<file path="config.mk">
export PLATFORM = sky130hd
export DESIGN_NAME = instruction_prefetch_queue
export DESIGN_NICKNAME = d
export VERILOG_FILES = /design/src/rtl/instruction_prefetch_queue.sv
export SDC_FILE = /design/constraint.sdc
export NUM_CORES = 1
export LEC_CHECK = 0
export CAP_MARGIN = 40
export CORE_UTILIZATION = 51
export CTS_CLUSTER_DIAMETER = 100
export CTS_CLUSTER_SIZE = 14
export DETAILED_ROUTE_END_ITERATION = 10
export PLACE_DENSITY = 0.76
export REMOVE_ABC_BUFFERS = 1
export SLEW_MARGIN = 30
export SYNTH_ARGS = -nofsm -noshare
export SYNTH_HDL_FRONTEND = slang
export SYNTH_SLANG_ARGS = --single-unit
export TNS_END_PERCENT = 30
</file>
<file path="constraint.sdc">
create_clock -name clk -period 7.15 [get_ports clk]
set_input_delay 1.43 -clock clk [delete_from_list [all_inputs] [get_ports clk]]
set_output_delay 1.43 -clock clk [all_outputs]
set_load 0.02 [all_outputs]
</file>
<file path="src/rtl/instruction_prefetch_queue.sv">
// Instruction prefetch queue: fetches bytes from MMU port B, assembles big-endian
// 32-bit opcodes tagged with their fetch address, and buffers them for decode.
module instruction_prefetch_queue #(
  parameter int unsigned DEPTH    = 4,
  parameter logic [31:0] RESET_PC = 32'h0000_0000
) (
  input  logic                     clk,
  input  logic                     reset,
  output logic [31:0]              mem_addr,
  output logic                     mem_request,
  input  logic [7:0]               mem_data,
  input  logic                     mem_busy,
  input  logic                     redirect,
  input  logic [31:0]              redirect_target,
  input  logic                     consume,
  output logic [31:0]              opcode,
  output logic [31:0]              opcode_pc,
  output logic                     opcode_valid,
  output logic [$clog2(DEPTH):0]   queue_count
);

  localparam int unsigned AW = $clog2(DEPTH);
  localparam logic [AW:0] FULL_COUNT = (AW+1)'(DEPTH);

  typedef enum logic [1:0] {
    S_IDLE,
    S_ISSUE,
    S_WAIT,
    S_DRAIN
  } state_t;

  state_t          r_state;
  state_t          w_state_nxt;
  logic [31:0]     r_fetch_pc;
  logic [1:0]      r_byte_idx;
  logic [23:0]     r_word;
  logic [31:0]     r_fifo_op [DEPTH];
  logic [31:0]     r_fifo_pc [DEPTH];
  logic [AW-1:0]   r_rd_ptr;
  logic [AW-1:0]   r_wr_ptr;
  logic [AW:0]     r_count;

  logic            w_req;
  logic            w_hold;
  logic            w_capture;
  logic            w_push;
  logic            w_pop;

  // A new word may only start when there is room for it, so pushes never overflow.
  assign w_hold    = (r_byte_idx == 2'd0) && (r_count == FULL_COUNT);
  assign w_capture = (r_state == S_WAIT) && !mem_busy;
  assign w_push    = w_capture && (r_byte_idx == 2'd3) && !redirect;
  assign w_pop     = consume && opcode_valid && !redirect;

  always_comb begin
    w_state_nxt = r_state;
    w_req       = 1'b0;
    unique case (r_state)
      S_IDLE:  w_state_nxt = S_ISSUE;
      S_ISSUE: begin
        w_req = !w_hold;
        if (w_req && !mem_busy) w_state_nxt = S_WAIT;
      end
      S_WAIT:  if (!mem_busy) w_state_nxt = S_ISSUE;
      S_DRAIN: if (!mem_busy) w_state_nxt = S_ISSUE;
      default: w_state_nxt = S_IDLE;
    endcase
    // A DRAIN still waiting on the MMU keeps draining; issuing now would overlap requests.
    if (redirect) begin
      if (r_state == S_WAIT || (r_state == S_DRAIN && mem_busy))
        w_state_nxt = S_DRAIN;
      else
        w_state_nxt = S_ISSUE;
    end
  end

  always_ff @(posedge clk) begin
    if (reset) begin
      r_state <= S_IDLE;
    end else begin
      r_state <= w_state_nxt;
    end
  end

  always_ff @(posedge clk) begin
    if (reset) begin
      r_fetch_pc <= RESET_PC;
      r_byte_idx <= '0;
      r_word     <= '0;
      r_rd_ptr   <= '0;
      r_wr_ptr   <= '0;
      r_count    <= '0;
      for (int unsigned i = 0; i < DEPTH; i++) begin
        r_fifo_op[i] <= '0;
        r_fifo_pc[i] <= '0;
      end
    end else if (redirect) begin
      r_fetch_pc <= {redirect_target[31:2], 2'b00};
      r_byte_idx <= '0;
      r_rd_ptr   <= '0;
      r_wr_ptr   <= '0;
      r_count    <= '0;
    end else begin
      if (w_capture) begin
        unique case (r_byte_idx)
          2'd0: r_word[23:16] <= mem_data;
          2'd1: r_word[15:8]  <= mem_data;
          2'd2: r_word[7:0]   <= mem_data;
          default: begin
            r_fifo_op[r_wr_ptr] <= {r_word, mem_data};
            r_fifo_pc[r_wr_ptr] <= r_fetch_pc;
            r_wr_ptr            <= r_wr_ptr + 1'b1;
            r_fetch_pc          <= r_fetch_pc + 32'd4;
          end
        endcase
        r_byte_idx <= r_byte_idx + 2'd1;
      end
      if (w_pop) r_rd_ptr <= r_rd_ptr + 1'b1;
      unique case ({w_push, w_pop})
        2'b10:   r_count <= r_count + 1'b1;
        2'b01:   r_count <= r_count - 1'b1;
        default: r_count <= r_count;
      endcase
    end
  end

  assign mem_request  = w_req;
  assign mem_addr     = r_fetch_pc + {30'd0, r_byte_idx};
  assign opcode       = r_fifo_op[r_rd_ptr];
  assign opcode_pc    = r_fifo_pc[r_rd_ptr];
  assign opcode_valid = (r_count != '0);
  assign queue_count  = r_count;

endmodule

</file>
Word-level counts from Yosys, hierarchy flattened
Memory sizes are Yosys's and may differ from the RTL's. A register that Yosys moved wholly into a read port is not among the register bits.
Cells that the tools add are included.
Widths: inputs -> output; s select.
Storage, ports and cells
  memories kept: 2
  bits in registers: 67
  output and inout bits: 101
  bits in writable memories: 256
  logic and storage cells: 88
  input bits: 45
Cells by class
  reduce and logical (&&, ||, !) cells: 28
  equality and inequality tests: 12
  add/subtract/negate cells: 7
  mux-type cells: 27
  bitwise operators: 2
Memory list
  r_fifo_op: depth 4, width 32, read ports 1, clocked after memory_dff 1, wr ports 4, line 37  | logic [31:0] r_fifo_op [DEPTH];
  r_fifo_pc: depth 4, width 32, read ports 1, clocked after memory_dff 1, wr ports 4, line 38  | logic [31:0] r_fifo_pc [DEPTH];
Operator list (number)
  $mux 32: 5
  $reduce_or 32->1: 2
  $add 32x2->32: 1
  $add 32x3->32 const B: 1
  $mux 2: 10
  $eq 2x2->1 const B: 5
  $mux 1: 10
  $reduce_and 3->1: 3
  $logic_and 1x1->1: 8
  $add 2x1->2 const B: 3
  $eq 2x1->1 const B: 3
  $pmux 2 s3: 1
  $pmux 3 s2: 1
  $reduce_and 2->1: 3
  $logic_not 2->1: 2
  $reduce_bool 2->1: 2
  $reduce_or 2->1: 2
  $add 3x1->3 const B: 1
  $eq 3x3->1 const B: 1
  $logic_not 1->1: 3
  $ne 3x2->1 const B: 1
  $ne 3x3->1 const B: 1
  $reduce_bool 3->1: 1
  $reduce_or 3->1: 1
  other kinds (4): 5

Logic depth before layout (Yosys ltp)
Gate-level depths: netlist (run 1).
  word-level depth: 9
  mapped depth: 10
  gate-level depth less buffers: 9

Worst setup path after synthesis (run 1)
No wires, ideal clock.
  path kind: input to register
  start point: in mem_busy
  end point: mem r_fifo_op[3][0] (enable)
  cell stages on the path: 4
  arrival time: 6.553 ns
  slack: 0.030 ns
  library setup time: 0.568 ns
  path buffers: 1
  required time: 6.582 ns
  path through: and4bb_2 -> clkbuf_1 -> nand2_1 -> o21ai_0
RTL lines
  from (decl): line 12  | input logic mem_busy,
  to (decl): line 37

==> flow_summary.ini, run 1 <==
[grt]
grt_max_degree = 59
grt_usage_pct = 23.5
grt_first_pass_wirelength_um = 49800
antenna_found_initial = 1
grt-ovfl-total = 0
grt_pass1_vias = 8711

[placed_design]
dp.final_hpwl_um = 19900
routabilityCongestion = 0.842
io_buffers = 141

[flow_run]
cap_violations = 0

[timing]
max_freq_ghz = 0.223
min_period_ns = 4.49
max-slew-margin-rel_pct = 43.1
fin_crit_sh_pct = 62.8
tightest_slew_ns = 0.845
finalSetupTns_ns = 0
final_hold_viol_count = 0
whs_ns = 0.480
rsz0062_at_grt = no
final-setup-viol-count = 0
slew_violations = 0
clock_skew_ns = 0.0202

[drt]
drt_wl_total_um = 32500
firstDrtPassIters = 5
drc = 0
avgViaCountPerCell = 5.81
vias = 8784
wire_per_inst_um = 21.5
drtIter0Drc = 747
ant_nets = 0

[die]
initial_core_util_pct = 51.8
io_pins = 146
core_area_mm2 = 0.0268
die_h_um = 167
die_area_mm2 = 0.0279
die_w_um = 167
rows = 60

[cts]
cts_tree = yes
clk_pin_slew_worst_paths_ns = 0.07
cts_setup_buffers = 0
cts.path.max_buffers = 3
cts_root_buffer = clkbuf_16
clock_latency_ns = 0.54
cts-buffers-inserted = 26
cts.sinks = 315
postCtsResizedCells = 0
h-tree-depth = 1
hold_buffers = 0

[status]
status = completed

[logic_synthesis]
ys_seq_area_share_pct = 63.3
synth_seq_cells = 315
synth.distinct_cells = 61
synthCells = 1029
ys.flop_type = edfxtp_1
async_reset_ff_share_pct = 0
synth_edf_count = 248
syn_area_per_cell_um2 = 13.5
syn_area_mm2 = 0.0139
yosys_warnings = 0

[power_and_ir_drop]
power_density_mw_per_mm2 = 220
p_int_mw = 2.84
peakVddDrop_uv = 152
p_sw_share_pct = 21.8
p_clk_share_pct = 36.7
power.switching_mw = 0.791
pwr-share-comb_pct = 6.1
power.leakage_nw = 5.61
p_seq_share_pct = 57.2

[worst_hold_path]
min-delay-start = r_word[16]
hold_path_class = flip-flop to flip-flop

[setup_path]
cp-start-kind = flip-flop
endpoint_kind = output pin
reg2reg_from = r_byte_idx[0]
cpMaxStageDelayCell = dfxtp_2
cp_num_cells = 3
worst_r2r_endpoint = r_fifo_op[3][13]
crit_buf_inv = 2
rr_worst_depth = 5
cp_cell_sequence = buf_4 -> mux4_2 -> clkdlybuf4s50_1
setup.worst_path.end = opcode_pc[13]
cp_max_fo = 35
crit_type = flip-flop to output pin
cpPeakStageDelay_ns = 0.86
required_ns = 5.72
crit_arrival_ns = 3.06
rrSetupSlack_ns = 4.09
cp_top_family = buffers and inverters

[layout]
syn_to_final_growth_pct = 18.6
drive_above_1_share_pct = 12.1
final_util_pct = 61.4
final_nets = 1201
synthesized netlist by cell type, types with 2 or more instances:
master | n | area share [%]
or4_1 | 12 | 0.65
and4_1 | 2 | 0.13
o21ai_0 | 13 | 0.47
a211oi_1 | 11 | 0.59
or3_1 | 8 | 0.36
nand3_1 | 39 | 1.4
nor4_1 | 11 | 0.50
buf_4 | 3 | 0.16
and2_2 | 4 | 0.22
buf_1 | 9 | 0.24
clkbuf_8 | 4 | 0.40
a21oi_1 | 34 | 1.2
nand2b_1 | 3 | 0.14
inv_1 | 30 | 0.81
ha_1 | 6 | 0.54
dfxtp_1 | 67 | 9.7
edfxtp_1 | 248 | 54
buf_2 | 2 | 0.072
or2_2 | 3 | 0.14
xor2_1 | 8 | 0.50
mux4_2 | 62 | 10
nor3_1 | 11 | 0.40
clkinv_1 | 2 | 0.054
clkbuf_1 | 51 | 1.4
nand2_1 | 62 | 1.7
o31ai_1 | 6 | 0.32
and4_2 | 2 | 0.14
nor2_1 | 75 | 2.0
a311oi_1 | 11 | 0.69
and3_1 | 4 | 0.18
and2_1 | 181 | 8.2
nand4_1 | 6 | 0.27
or3_2 | 2 | 0.11
a221oi_1 | 2 | 0.13
xnor2_1 | 9 | 0.57
state kept, by name, summed over array words and instances, names as in the netlist, named ones only:
name	count
r_wr_ptr	2
r_byte_idx	2
r_fifo_pc	120
r_fetch_pc	30
r_rd_ptr	2
r_fifo_op	128
r_word	24
queue_count	3
r_state	2
how the worst min path moves through the flow:
| stage | endpoint | cells after the start |
|---|---|---|
| final | r_word[16] | 2 |
| after global routing | r_word[19] | 2 |
| after CTS | r_word[16] | 2 |
| after detailed placement | r_word[16] | 2 |
| after global placement | r_word[11] | 2 |
| after floorplan | r_word[0] | 2 |
worst register-to-register path, delay by kind of cell, from the launching register on:
family,cells,cell delay [ns]
flops,1,0.43
compound gates,1,0.47
simple gates,2,0.69
buf+inv,1,0.73
fa+ha+maj,1,0.31
stage by stage:
step           instance area, um^2  total power, mW  worst slack, ns  std cells
2_1_floorplan                13600             2.21           -0.126        960
3_3_place_gp                 15600             2.33             2.58       1457
3_5_place_dp                 15700             2.34             2.53       1460
4_1_cts                      16400             3.64             2.65       1508
5_1_grt                      16500             3.73             2.58       1510
6_report                     16500             3.63             2.66       1511
area by class of cell:
class	instances	area, um^2
Timing Repair Buffer	161	1650
Clock inverter	1	8.76
Inverter	32	120
Antenna cell	1	2.50
Sequential cell	315	8790
Fill cell	2050	10300
Tap cell	341	427
Multi-Input combinational cell	613	4710
Clock buffer	47	751
layer usage:
metal	routed length [um]	part of all wire [%]	global-route usage (%)	vias up
met3	2620	8.1	4.11	39
met2	15700	48	39.3	371
met4	470	1.4	4.71	0
met5	0	0	0	-
li1	-	-	-	4014
met1	13700	42	32.5	4360
power groups by stage:
stage               logic, mW  clock network, mW  registers (mW)
detailed placement      0.219                  0            2.12
finish                  0.220               1.33            2.08
floorplan              0.0873                  0            2.12
CTS                     0.220               1.35            2.08
global route            0.233               1.41            2.08
global placement        0.217                  0            2.11
layout by cell type (no fill, tap or decap), types with 6 or more instances in the layout:
cell type | synthesis | layout
a211oi_1 | 11 | 11
a21oi_1 | 34 | 34
a311oi_1 | 11 | 11
and2_1 | 181 | 181
buf_4 | 3 | 14
clkbuf_1 | 51 | 20
clkbuf_16 | 0 | 27
clkdlybuf4s50_1 | 0 | 140
dfxtp_1 | 67 | 65
edfxtp_1 | 248 | 248
ha_1 | 6 | 6
inv_1 | 30 | 30
mux4_2 | 62 | 62
nand2_1 | 62 | 62
nand3_1 | 39 | 39
nand4_1 | 6 | 6
nor2_1 | 75 | 73
nor3_1 | 11 | 10
nor4_1 | 11 | 11
o21ai_0 | 13 | 10
o31ai_1 | 6 | 6
or3_1 | 8 | 8
or4_1 | 12 | 12
xnor2_1 | 9 | 9
xor2_1 | 8 | 8
kinds of logic (layout without fill, tap and decap cells):
logic type,Yosys count,count (layout),synth area share [%]
other,1,3,0.0270
buffers and inverters,102,241,3.20
muxes,64,64,10.2
xor gates and xnor gates,17,17,1.07
and+or+nand+nor,436,436,17.4
AOI/OAI and AO/OA,87,87,4.06
adders and majority gates,7,7,0.685
DFF,315,315,63.3
Power figures use the tool's default switching activity.
==> run 2: changes to the inputs <==
Clock period 7.15 ns to 3.8 ns, I/O delays scaled along.
==> run 2 against run 1 <==
Compared with the run above:
- total power grew 88%
- combinational power increased by 92%
- sequential power is 88% higher
- critical endpoint is now mem_request
- sequential cell count unchanged
- register-to-register slack got worse by 2.8 ns
- clock-buffer cell count unchanged
- highest routed layer unchanged
- cell count grew 0.86%
- global-route usage is 0.34 points higher
- clock skew fell by 0.0076 ns
- sequential share of layout area fell by 0.32 points
==> flow_summary.ini, run 2 (synthesized netlist as in run 1, its figures left out) <==
[status]
status = completed

[setup_path]
rr_worst_depth = 9
crit_type = flip-flop to output pin
worst_r2r_endpoint = queue_count[2]
endpoint_kind = output pin
setup.worst_path.end = mem_request
cpPeakStageDelay_ns = 0.57
cpMaxStageDelayCell = clkdlybuf4s50_1
cp_num_cells = 6
rrSetupSlack_ns = 1.26
cp_max_fo = 10
startpoint = r_byte_idx[0]
cp_cell_sequence = inv_1 -> ha_1 -> nand2_1 -> o311ai_0 -> inv_1 -> clkdlybuf4s50_1
crit_buf_inv = 3
cp_common_cell = inv_1
reg2reg_from = r_byte_idx[0]
cp_top_family = buffers and inverters
crit_arrival_ns = 2.83
required_ns = 3.04
cp-start-kind = flip-flop

[worst_hold_path]
hold_path_class = flip-flop to flip-flop
min-delay-start = r_word[11]

[drt]
ant_nets = 0
drtIter0Drc = 884
drc = 0
firstDrtPassIters = 5
drt_wl_total_um = 32800
wire_per_inst_um = 21.5
avgViaCountPerCell = 5.83
vias = 8885

[layout]
fin_cells = 1524
filler_cell_count = 2022
largest_register_ff_count = 128
finalInstanceArea_mm2 = 0.0166
final_nets = 1215
n_antenna_cell = 0
drive_above_1_share_pct = 13.1
largest_register = r_fifo_op
reg.largest.list = r_fifo_op (128), r_fifo_pc (120), r_fetch_pc (30)
mostFrequentLayoutCells = edfxtp_1 (248), and2_1 (181), clkdlybuf4s50_1 (140)
final_common_cell = edfxtp_1
syn_to_final_growth_pct = 19.3
final_util_pct = 61.8

[placed_design]
dp.final_hpwl_um = 20200
routabilityCongestion = 0.883
io_buffers = 141
dp_cells = 1474
postPlaceCellArea_mm2 = 0.0158

[grt]
antenna_found_initial = 0
grt_pass1_vias = 8884
grt-ovfl-total = 0
grt_max_degree = 59
grt_first_pass_wirelength_um = 50800
grt_usage_pct = 23.9

[timing]
tightest_slew_ns = 0.654
slew_violations = 0
finalSetupTns_ns = 0
whs_ns = 0.476
rsz0062_at_grt = no
max-slew-margin-rel_pct = 56.2
fin_crit_sh_pct = 94.4
final-setup-viol-count = 0
min_period_ns = 3.59
max_freq_ghz = 0.279
final_hold_viol_count = 0
clock_skew_ns = 0.0126

[cts]
postCtsResizedCells = 0
h-tree-depth = 1
cts_tree = yes
cts-buffers-inserted = 26
hold_buffers = 0
cts_root_buffer = clkbuf_16
cts.path.max_buffers = 3
cts.sinks = 315
clock_latency_ns = 0.54
clk_pin_slew_worst_paths_ns = 0.07
cts_setup_buffers = 0

[die]
die_area_mm2 = 0.0279
core_area_mm2 = 0.0268
io_pins = 146
die_h_um = 167
initial_core_util_pct = 51.8
die_w_um = 167
rows = 60

[power_and_ir_drop]
power_density_mw_per_mm2 = 412
peakVddDrop_uv = 250
power.leakage_nw = 5.68

[flow_run]
cap_violations = 0
run 2: where the power goes:
| part | internal (mW) | leakage (nW) | switching, mW |
|---|---|---|---|
| Clock | 1.33 | 0.361 | 1.17 |
| Sequential | 3.82 | 3.08 | 0.0776 |
| Combinational | 0.187 | 2.24 | 0.236 |
| Total | 5.34 | 5.68 | 1.48 |
run 2: final cells by class:
type	instances	area [um^2]	area share (%)
multi-input cells	613	4700	28.4
flip-flops and latches	315	8790	53.1
inverters	32	120	0.725
repair buffers	175	1760	10.6
clock inverters	1	8.76	0.0529
well taps	341	427	2.58
clock buffers	47	751	4.53
run 2: layer usage:
metal,global-route usage [%],share of wire [%]
met1,32.8,41
met2,39.6,49
met3,3.94,8.4
met4,6.16,1.6
met5,0,0
run 2: worst register-to-register path: cells and delay by family, from the launching register on:
family                   cells  cell delay [ns]
flip-flops                   1             0.37
XOR/XNOR                     1             0.16
buffers and inverters        1             0.06
adder cells (fa/ha/maj)      3             0.88
AND/OR/NAND/NOR              3             0.86
AO/OA/AOI/OAI                1             0.14
run 2: worst min path at each step:
stage          depth (start not counted)          to  slack (ns)
2_1_floorplan                          2   r_word[0]        0.44
3_3_place_gp                           2  r_word[11]        0.46
3_5_place_dp                           2  r_word[11]        0.47
4_1_cts                                2  r_word[11]        0.48
5_1_grt                                2  r_word[16]        0.50
6_report                               2  r_word[11]        0.48
run 2: through the flow:
step / power, mW / setup WS (ns)
2_1_floorplan: 4.15 / -2.81
3_3_place_gp: 4.39 / 0.521
3_5_place_dp: 4.40 / 0.484
4_1_cts: 6.86 / 0.256
5_1_grt: 7.01 / 0.112
6_report: 6.82 / 0.214
